### config.mk
export PLATFORM = sky130hd
export DESIGN_NAME = morse_rx_ctrl
export DESIGN_NICKNAME = d
export VERILOG_FILES = /design/src/rtl/morse_rx_ctrl.sv
export SDC_FILE = /design/constraint.sdc
export NUM_CORES = 1
export LEC_CHECK = 0
export CORE_MARGIN = 5
export CORE_UTILIZATION = 35
export DETAILED_ROUTE_END_ITERATION = 10
export MAX_ROUTING_LAYER = met4
export PLACE_DENSITY = 0.53
export SYNTH_ARGS = -nofsm -noshare
export SYNTH_HDL_FRONTEND = slang
export SYNTH_SLANG_ARGS = --single-unit
### constraint.sdc
create_clock -name clk -period 3.6 [get_ports clk]
set_input_delay 0.72 -clock clk [delete_from_list [all_inputs] [get_ports clk]]
set_output_delay 0.72 -clock clk [all_outputs]
set_load 0.02 [all_outputs]
### src/rtl/morse_rx_ctrl.sv
// Morse receive front-end: synchronises the keyed line, times marks/gaps in dot units,
// assembles {len,pattern} codes, decodes them through the ROM and hands characters out via valid/ready.

module morse_code_receive_rom (
  input  logic [7:0] code,
  output logic [7:0] ascii
);
  // code = {len[2:0], pattern[4:0]}; first symbol is the MSB of the used bits, dash = 1.
  always_comb begin
    ascii = 8'h00;
    case (code)
      8'h20: ascii = 8'h45; // E
      8'h21: ascii = 8'h54; // T
      8'h40: ascii = 8'h49; // I
      8'h41: ascii = 8'h41; // A
      8'h42: ascii = 8'h4E; // N
      8'h43: ascii = 8'h4D; // M
      8'h60: ascii = 8'h53; // S
      8'h61: ascii = 8'h55; // U
      8'h62: ascii = 8'h52; // R
      8'h63: ascii = 8'h57; // W
      8'h64: ascii = 8'h44; // D
      8'h65: ascii = 8'h4B; // K
      8'h66: ascii = 8'h47; // G
      8'h67: ascii = 8'h4F; // O
      8'h80: ascii = 8'h48; // H
      8'h81: ascii = 8'h56; // V
      8'h82: ascii = 8'h46; // F
      8'h84: ascii = 8'h4C; // L
      8'h86: ascii = 8'h50; // P
      8'h87: ascii = 8'h4A; // J
      8'h88: ascii = 8'h42; // B
      8'h89: ascii = 8'h58; // X
      8'h8A: ascii = 8'h43; // C
      8'h8B: ascii = 8'h59; // Y
      8'h8C: ascii = 8'h5A; // Z
      8'h8D: ascii = 8'h51; // Q
      8'hA0: ascii = 8'h35; // 5
      8'hA1: ascii = 8'h34; // 4
      8'hA3: ascii = 8'h33; // 3
      8'hA7: ascii = 8'h32; // 2
      8'hAF: ascii = 8'h31; // 1
      8'hB0: ascii = 8'h36; // 6
      8'hB8: ascii = 8'h37; // 7
      8'hBC: ascii = 8'h38; // 8
      8'hBE: ascii = 8'h39; // 9
      8'hBF: ascii = 8'h30; // 0
      default: ascii = 8'h00;
    endcase
  end
endmodule

module morse_rx_ctrl #(
  parameter int UNIT_CYCLES = 100,
  parameter int DASH_UNITS  = 2,
  parameter int CHAR_UNITS  = 2,
  parameter int WORD_UNITS  = 5,
  parameter int ETX_UNITS   = 20
) (
  input  logic       clk,
  input  logic       rst_n,
  input  logic       key_in,
  output logic [7:0] data_out,
  output logic       data_valid,
  input  logic       data_ready,
  output logic       err_pulse,
  output logic       overrun_pulse,
  output logic       busy
);
  localparam int CW = (UNIT_CYCLES > 1) ? $clog2(UNIT_CYCLES) : 1;
  localparam logic [CW-1:0] CYC_LAST = CW'(UNIT_CYCLES - 1);
  localparam logic [4:0] DASH_U = 5'(DASH_UNITS);
  localparam logic [4:0] CHAR_U = 5'(CHAR_UNITS);
  localparam logic [4:0] WORD_U = 5'(WORD_UNITS);
  localparam logic [4:0] ETX_U  = 5'(ETX_UNITS);

  localparam logic [1:0] S_IDLE = 2'd0;
  localparam logic [1:0] S_MARK = 2'd1;
  localparam logic [1:0] S_GAP  = 2'd2;

  logic [1:0]    sync;
  logic          key_s, key_q, rise, fall, edge_s;
  logic [CW-1:0] cyc, cyc_eff;
  logic [4:0]    units, units_eff, units_nxt;
  logic          run, wrap, tick;

  logic [1:0] state, state_n;
  logic [2:0] len, len_n;
  logic [4:0] pattern, pattern_n;
  logic       ovf, ovf_n, char_sent, char_sent_n;
  logic       emit, err_set, sym;
  logic [7:0] emit_val, rom_ascii;

  assign key_s  = sync[1];
  assign rise   = key_s & ~key_q;
  assign fall   = ~key_s & key_q;
  assign edge_s = rise | fall;

  always_ff @(posedge clk or negedge rst_n) begin
    if (!rst_n) begin
      sync  <= 2'b00;
      key_q <= 1'b0;
    end else begin
      sync  <= {sync[0], key_in};
      key_q <= key_s;
    end
  end

  // The edge cycle itself is cycle 0 of the new interval, so a mark of N*UNIT_CYCLES
  // cycles reads units == N on the cycle its falling edge is seen.
  assign cyc_eff   = edge_s ? '0 : cyc;
  assign units_eff = edge_s ? 5'd0 : units;
  assign units_nxt = (units_eff == 5'd31) ? 5'd31 : units_eff + 5'd1;
  assign run       = (state != S_IDLE) | edge_s;
  assign wrap      = (cyc_eff == CYC_LAST);
  assign tick      = run & wrap;

  always_ff @(posedge clk or negedge rst_n) begin
    if (!rst_n) begin
      cyc   <= '0;
      units <= 5'd0;
    end else if (run) begin
      cyc   <= wrap ? '0 : cyc_eff + CW'(1);
      units <= wrap ? units_nxt : units_eff;
    end
  end

  morse_code_receive_rom u_rom (
    .code  ({len, pattern}),
    .ascii (rom_ascii)
  );

  assign sym = (units >= DASH_U);

  always_comb begin
    state_n     = state;
    len_n       = len;
    pattern_n   = pattern;
    ovf_n       = ovf;
    char_sent_n = char_sent;
    emit        = 1'b0;
    emit_val    = 8'h00;
    err_set     = 1'b0;
    case (state)
      S_IDLE: begin
        if (rise) begin
          state_n     = S_MARK;
          len_n       = 3'd0;
          pattern_n   = 5'd0;
          ovf_n       = 1'b0;
          char_sent_n = 1'b0;
        end
      end
      S_MARK: begin
        if (fall) begin
          state_n = S_GAP;
          if (len < 3'd5) begin
            pattern_n = {pattern[3:0], sym};
            len_n     = len + 3'd1;
          end else begin
            ovf_n = 1'b1;
          end
        end
      end
      S_GAP: begin
        if (rise) begin
          state_n = S_MARK;
          if (units >= CHAR_U) begin
            len_n     = 3'd0;
            pattern_n = 5'd0;
            ovf_n     = 1'b0;
          end
        end else if (tick) begin
          // Thresholds are distinct, so at most one event fires per tick.
          if (units_nxt == CHAR_U && len != 3'd0) begin
            if (ovf || rom_ascii == 8'h00) begin
              err_set = 1'b1;
            end else begin
              emit        = 1'b1;
              emit_val    = rom_ascii;
              char_sent_n = 1'b1;
            end
            len_n     = 3'd0;
            pattern_n = 5'd0;
            ovf_n     = 1'b0;
          end else if (units_nxt == WORD_U && char_sent) begin
            emit        = 1'b1;
            emit_val    = 8'h20;
            char_sent_n = 1'b0;
          end else if (units_nxt == ETX_U) begin
            emit     = 1'b1;
            emit_val = 8'h03;
            state_n  = S_IDLE;
          end
        end
      end
      default: state_n = S_IDLE;
    endcase
  end

  always_ff @(posedge clk or negedge rst_n) begin
    if (!rst_n) begin
      state     <= S_IDLE;
      len       <= 3'd0;
      pattern   <= 5'd0;
      ovf       <= 1'b0;
      char_sent <= 1'b0;
    end else begin
      state     <= state_n;
      len       <= len_n;
      pattern   <= pattern_n;
      ovf       <= ovf_n;
      char_sent <= char_sent_n;
    end
  end

  // Holding register: a new emit may overwrite only a slot that is empty or being drained.
  always_ff @(posedge clk or negedge rst_n) begin
    if (!rst_n) begin
      data_out      <= 8'h00;
      data_valid    <= 1'b0;
      err_pulse     <= 1'b0;
      overrun_pulse <= 1'b0;
    end else begin
      err_pulse     <= err_set;
      overrun_pulse <= emit & data_valid & ~data_ready;
      if (emit && (!data_valid || data_ready)) begin
        data_out   <= emit_val;
        data_valid <= 1'b1;
      end else if (data_valid && data_ready) begin
        data_valid <= 1'b0;
      end
    end
  end

  assign busy = (state != S_IDLE);

endmodule
==> results of run 1 <==
==> cell type report <==
class | count | area, sq um
multi-input cells | 257 | 1650
repair buffers | 26 | 225
well taps | 102 | 128
clock buffers | 7 | 86.3
flip-flops and latches | 37 | 926
clock inverters | 1 | 30.0
fillers | 775 | 4550
inverters | 15 | 56.3
==> cell usage in the layout, fill, tap and decap left out, types with 3 or more instances in the layout <==
master,n
clkbuf_8,6
buf_4,12
o211ai_1,5
nand2_1,44
a21oi_1,15
a31oi_1,3
dfrtp_1,37
or4_1,3
o22a_1,3
a211oi_1,4
nor4_1,6
nand3_1,14
inv_1,14
xnor2_1,3
nand4_1,5
nor2b_1,5
nor3_1,9
o31ai_1,7
nor2_1,21
clkdlybuf4s50_1,13
ha_1,8
o21ai_0,19
o21ai_1,5
a22o_1,7
nand2b_1,12
mux2i_1,3
o22ai_1,3
and2_1,6
mux2_2,3
==> flip-flops by register name, indices dropped and copies added, names as in the netlist <==
signal / flops
char_sent: 1
cyc: 7
data_out: 7
data_valid: 1
err_pulse: 1
key_q: 1
len: 3
overrun_pulse: 1
ovf: 1
pattern: 5
state: 2
sync: 2
units: 5
==> power by group through the flow <==
stage	clock (mW)	combinational [mW]	sequential [mW]
finish	0.374	0.548	0.548
CTS	0.386	0.549	0.547
floorplan	0	0.430	0.499
detailed placement	0	0.541	0.556
global route	0.405	0.613	0.561
global placement	0	0.543	0.558
==> final timing paths <==
check                      cells after the start    start  slack (ps)           to
setup / recovery                              11  sync[1]         410  data_out[5]
hold / removal                                 0  sync[0]         360      sync[1]
setup reg to reg                              11  sync[1]         410  data_out[5]
hold reg to reg                                0  sync[0]         360      sync[1]
max in group asynchronous                      1    rst_n        2530   pattern[2]
min in group asynchronous                      1    rst_n         520     units[3]
==> metal layers <==
layer	track usage [%]	vias to the layer above	part of all wire [%]
met5	-	-	0
met4	4.41	0	0
met3	2.79	0	4.8
met2	21.4	63	46
met1	21.2	1161	49
li1	-	1242	-
==> logic make-up after synthesis <==
group	after synthesis	synth area share, %
AO/OA/AOI/OAI	98	25.9
buffers and inverters	37	5.29
XOR/XNOR	4	1.29
other	1	0.138
adder cells (fa/ha/maj)	9	4.05
AND/OR/NAND/NOR	138	26.6
multiplexers	7	2.76
flip-flops	37	34.0
==> metrics by stage <==
stage	area (sq um)	power (mW)
finish	3100	1.47
global route	3100	1.58
CTS	3100	1.48
detailed placement	2990	1.10
global placement	2990	1.10
floorplan	2720	0.929
==> metrics.txt, run 1 <==
status=completed; port buffer count=14; drt wl/cell=15.2 microns; Die ar.=9630 sq um; global-route wire length before repair=11400 microns; DP Worst Slack=439 ps; Slew HR=43.4%; Fmax=314 MHz; Area growth syn-to-layout=14.0%; FP Rows=32; Worst Path Arrival=3430 ps; Post-synth ARST share=100%; max-slew violation count=0; Int Power=0.908 mW; Net Sw Frac=38.2%; initial core utilization=35.6%; io pins=16; final setup vio count=0; clock power share=25.5%; crit-path cells=inv_1 -> ha_1 -> and2_1 -> ha_1 -> nand2_1 -> or3_1 -> or4_4 -> a21oi_4 -> o211ai_4 -> a2111oi_1 -> a21o_1; WL final=6790 microns; Die Y=98.2 microns; Die Wd=98.2 microns; maximum clock insertion buffer count=2; Synth top cells by count=nand2_1 (44), dfrtp_1 (37), nor2_1 (21); post-CTS sizing=0; Root Buffer=clkbuf_8; clk slew on worst S/H paths=80 ps; core area=7650 sq um; Worst-Skew Late Latency=290 ps; Layout Skew=6.13 ps; crit start category=flop; crit path time final=3190 ps; Fin. Hold Viols=0; Post-DRT Antenna Nets=0; initial antenna violation count=0; Hold Buf Count CTS=0; max-cap viol count=0; final worst slack=410 ps; combinational share of power=37.3%; slowest stage delay, CP=490 ps; period utilisation layout=88.6%; Primary FF master, synth=dfrtp_1; maximum vdd drop=190 uV; first-pass iteration count of the detailed router=4; Least-Margin Pin Slew=849 ps; ANT cells=0; slowest cell on the critical path=or4_4; cell taking the most area after synthesis=dfrtp_1; Final Net Count=354; vias in the first global route=2306; Post-Syn Nets=343; count of cell types in the netlist=64; number of buffers created by CTS=5; post-DP HPWL=4870 microns; most used cell, CP=ha_1; CTS tree=yes; post-synthesis sequential area ratio=34.0%; Yosys warning count=0; top-count cell post-synth=nand2_1; layout cells sized above 1=9.33%; CP max FO=9; CP endpoint kind=flop; placed cell count=437; Leak=1.23 nW; setup TNS=0 ps; post-layout util=40.6%; Yosys reg bits=37; mean post-synth cell area=8.22 sq um; Critical Setup Path Class=flop to flop; delay-heaviest family, CP=simple AND/OR/NAND/NOR gates; RSZ-0062 raised after global routing=no; cell area after synthesis=2720 sq um; largest cells by area after synthesis=dfrtp_1 (34%), nand2_1 (6.1%), ha_1 (3.7%), o21ai_0 (3.5%), nor2_1 (2.9%); drc violations=0; post-synthesis cell count=331; sequential share of power=37.3%; Buf+Inv Stages, Crit Path=1; Power Density=474 nW/um^2; Initial DRC Count=280; Total GRT Usage=14.9%; GPL Wtd Cong=0.864; Layout Cells excl Fill=445; H-tree depth=2; Worst Hold Class=flop to flop; worst hold slack=356 ps; GR Overflow Total=0; largest net degree at the start of global routing=38; Post-synth EDFFs=0; post-synth top area share=34.0%; CTS Sinks=37; Switching Power=0.562 mW; post-DR vias/cell=5.54; WP data required=3840 ps; vias=2466; Setup Buffers After CTS=0
No activity file was read; power rests on OpenSTA's default activity.
==> run 2: changes to the inputs <==
- CORE_UTILIZATION: 35 -> 34
- PLACE_DENSITY: 0.53 -> 0.52
- RECOVER_POWER: default -> 25
==> run 2 against run 1 <==
The run now ends with capacitance limit, slew limit left; combinational power barely moved; clock skew fell by 1.8 ps; non-clock buffer count rose by 2; die area rose by 2.6%; final area fell by 0.44%; first-iteration DRC count fell by 26%; via count rose by 3.9%; hold slack got worse by 2.8 ps; setup slack got worse by 34 ps; wire length rose by 2.5%; critical path depth rose by 1.
==> metrics.txt, run 2 (synthesis gave the netlist of run 1 again) <==
post-DR vias/cell=5.75; Fin. Hold Viols=0; largest net degree at the start of global routing=38; Final Net Count=356; max-cap viol count=1; reg2reg end=char_sent; Top Registers=cyc (7), data_out (7); fin area=3090 sq um; initial antenna violation count=0; global route hottest layer=met1; vias=2563; maximum vdd drop=134 uV; port buffer count=14; Slew HR=-32.6%; Die ar.=9890 sq um; hold path startpoint=sync[0]; Filler cells=806; maximum clock insertion buffer count=2; worst hold slack=353 ps; internal reg-to-reg setup slack=380 ps; io pins=16; post-DP HPWL=5170 microns; WP data required=3830 ps; Total GRT Usage=15.3%; CP max FO=13; Die Wd=99.4 microns; WL final=6950 microns; CTS tree=yes; Layout Skew=4.35 ps; most common cell after layout, fill and taps aside=nand2_1; initial core utilization=35.0%; CTS Sinks=37; Buf+Inv Stages, Crit Path=2; area occupied by multi-input gates=1650 sq um; setup TNS=0 ps; failing checks=capacitance limit, slew limit; H-tree depth=2; first-pass iteration count of the detailed router=4; GR Util met3=2.73%; max-slew violation count=38; Leak=1.22 nW; DP Worst Slack=355 ps; met1 GRT Util=22.8%; status=complete, but fails checks; CP endpoint kind=flop; slowest stage delay, CP=470 ps; Power Density=449 nW/um^2; GPL Wtd Cong=0.908; Critical Setup Path Class=flop to flop; FP Rows=32; core area=7770 sq um; Hold Path End=sync[1]; Post-DRT Antenna Nets=0; vias in the first global route=2332; Area growth syn-to-layout=13.5%; reg2reg path depth=12; ANT cells=0; drt wl/cell=15.6 microns; Die Y=99.4 microns; Root Buffer=clkbuf_8; WHS Path Cells=0; commonest cells after routing, fill and taps aside=nand2_1 (44), dfrtp_1 (37), nor2_1 (21); GRT met2 Usage=21.1%; Fmax=310 MHz; number of buffers created by CTS=5; final setup vio count=0; clk slew on worst S/H paths=70 ps; RSZ-0062 raised after global routing=no; slowest cell on the critical path=or4_1; Least-Margin Pin Slew=1990 ps; Worst Path Arrival=3450 ps; crit-path cells=inv_1 -> ha_2 -> nand2_1 -> inv_1 -> ha_1 -> and3_1 -> o21ai_1 -> o211ai_1 -> or4_1 -> or4_1 -> o21ai_1 -> a22o_1; delay-heaviest family, CP=simple AND/OR/NAND/NOR gates; reg2reg start=sync[1]; Worst-Skew Late Latency=290 ps; Initial DRC Count=207; crit path time final=3220 ps; drc violations=0; placed cell area=3000 sq um; Reg area=926 sq um; global-route wire length before repair=12100 microns; period utilisation layout=89.5%; layout cells sized above 1=9.59%; Worst Hold Class=flop to flop; GR Overflow Total=0; crit start category=flop; final worst slack=377 ps
-- run 2: metal layers --
| metal | routed length (microns) | vias to the layer above |
|---|---|---|
| li1 | - | 1246 |
| met1 | 3500 | 1252 |
| met2 | 3020 | 54 |
| met3 | 322 | 11 |
| met4 | 109 | 0 |
| met5 | 0 | - |
-- run 2: per-stage QoR --
step	instances	util, %	total power, mW
4_1_cts	446	39.7	1.40
3_5_place_dp	439	38.6	1.10
3_3_place_gp	439	38.6	1.10
6_report	446	39.8	1.39
2_1_floorplan	331	-	0.929
5_1_grt	446	39.8	1.50
-- run 2: worst max-delay path by stage --
stage                     startpoint     endpoint  slack, ps  cells past startpoint
after floorplan              sync[1]  data_out[5]        190                     14
after global placement       sync[1]    char_sent        400                     12
after detailed placement     sync[1]    char_sent        360                     12
after CTS                    sync[1]    char_sent        300                     12
after global routing         sync[1]    char_sent        100                     12
final                        sync[1]    char_sent        380                     12
-- run 2: final cells by class --
class / count / area share [%]
Timing Repair Buffer: 28 / 7.74
Tap cell: 102 / 4.13
Sequential cell: 37 / 30.0
Multi-Input combinational cell: 257 / 53.5
Inverter: 15 / 1.82
Clock buffer: 7 / 2.80
-- run 2: where the power goes --
part           leakage (nW)  internal [mW]  switching (mW)  total, mW
Sequential            0.484          0.455          0.0954      0.550
Clock                0.0443          0.152           0.139      0.291
Combinational         0.694          0.228           0.319      0.547
-- run 2: repair_timing --
action,in CTS,in global routing
buffers inserted,0,0
gates resized for setup,0,1
hold buffers,0,0
hold endpoints to repair,0,0
setup endpoints to repair,0,1
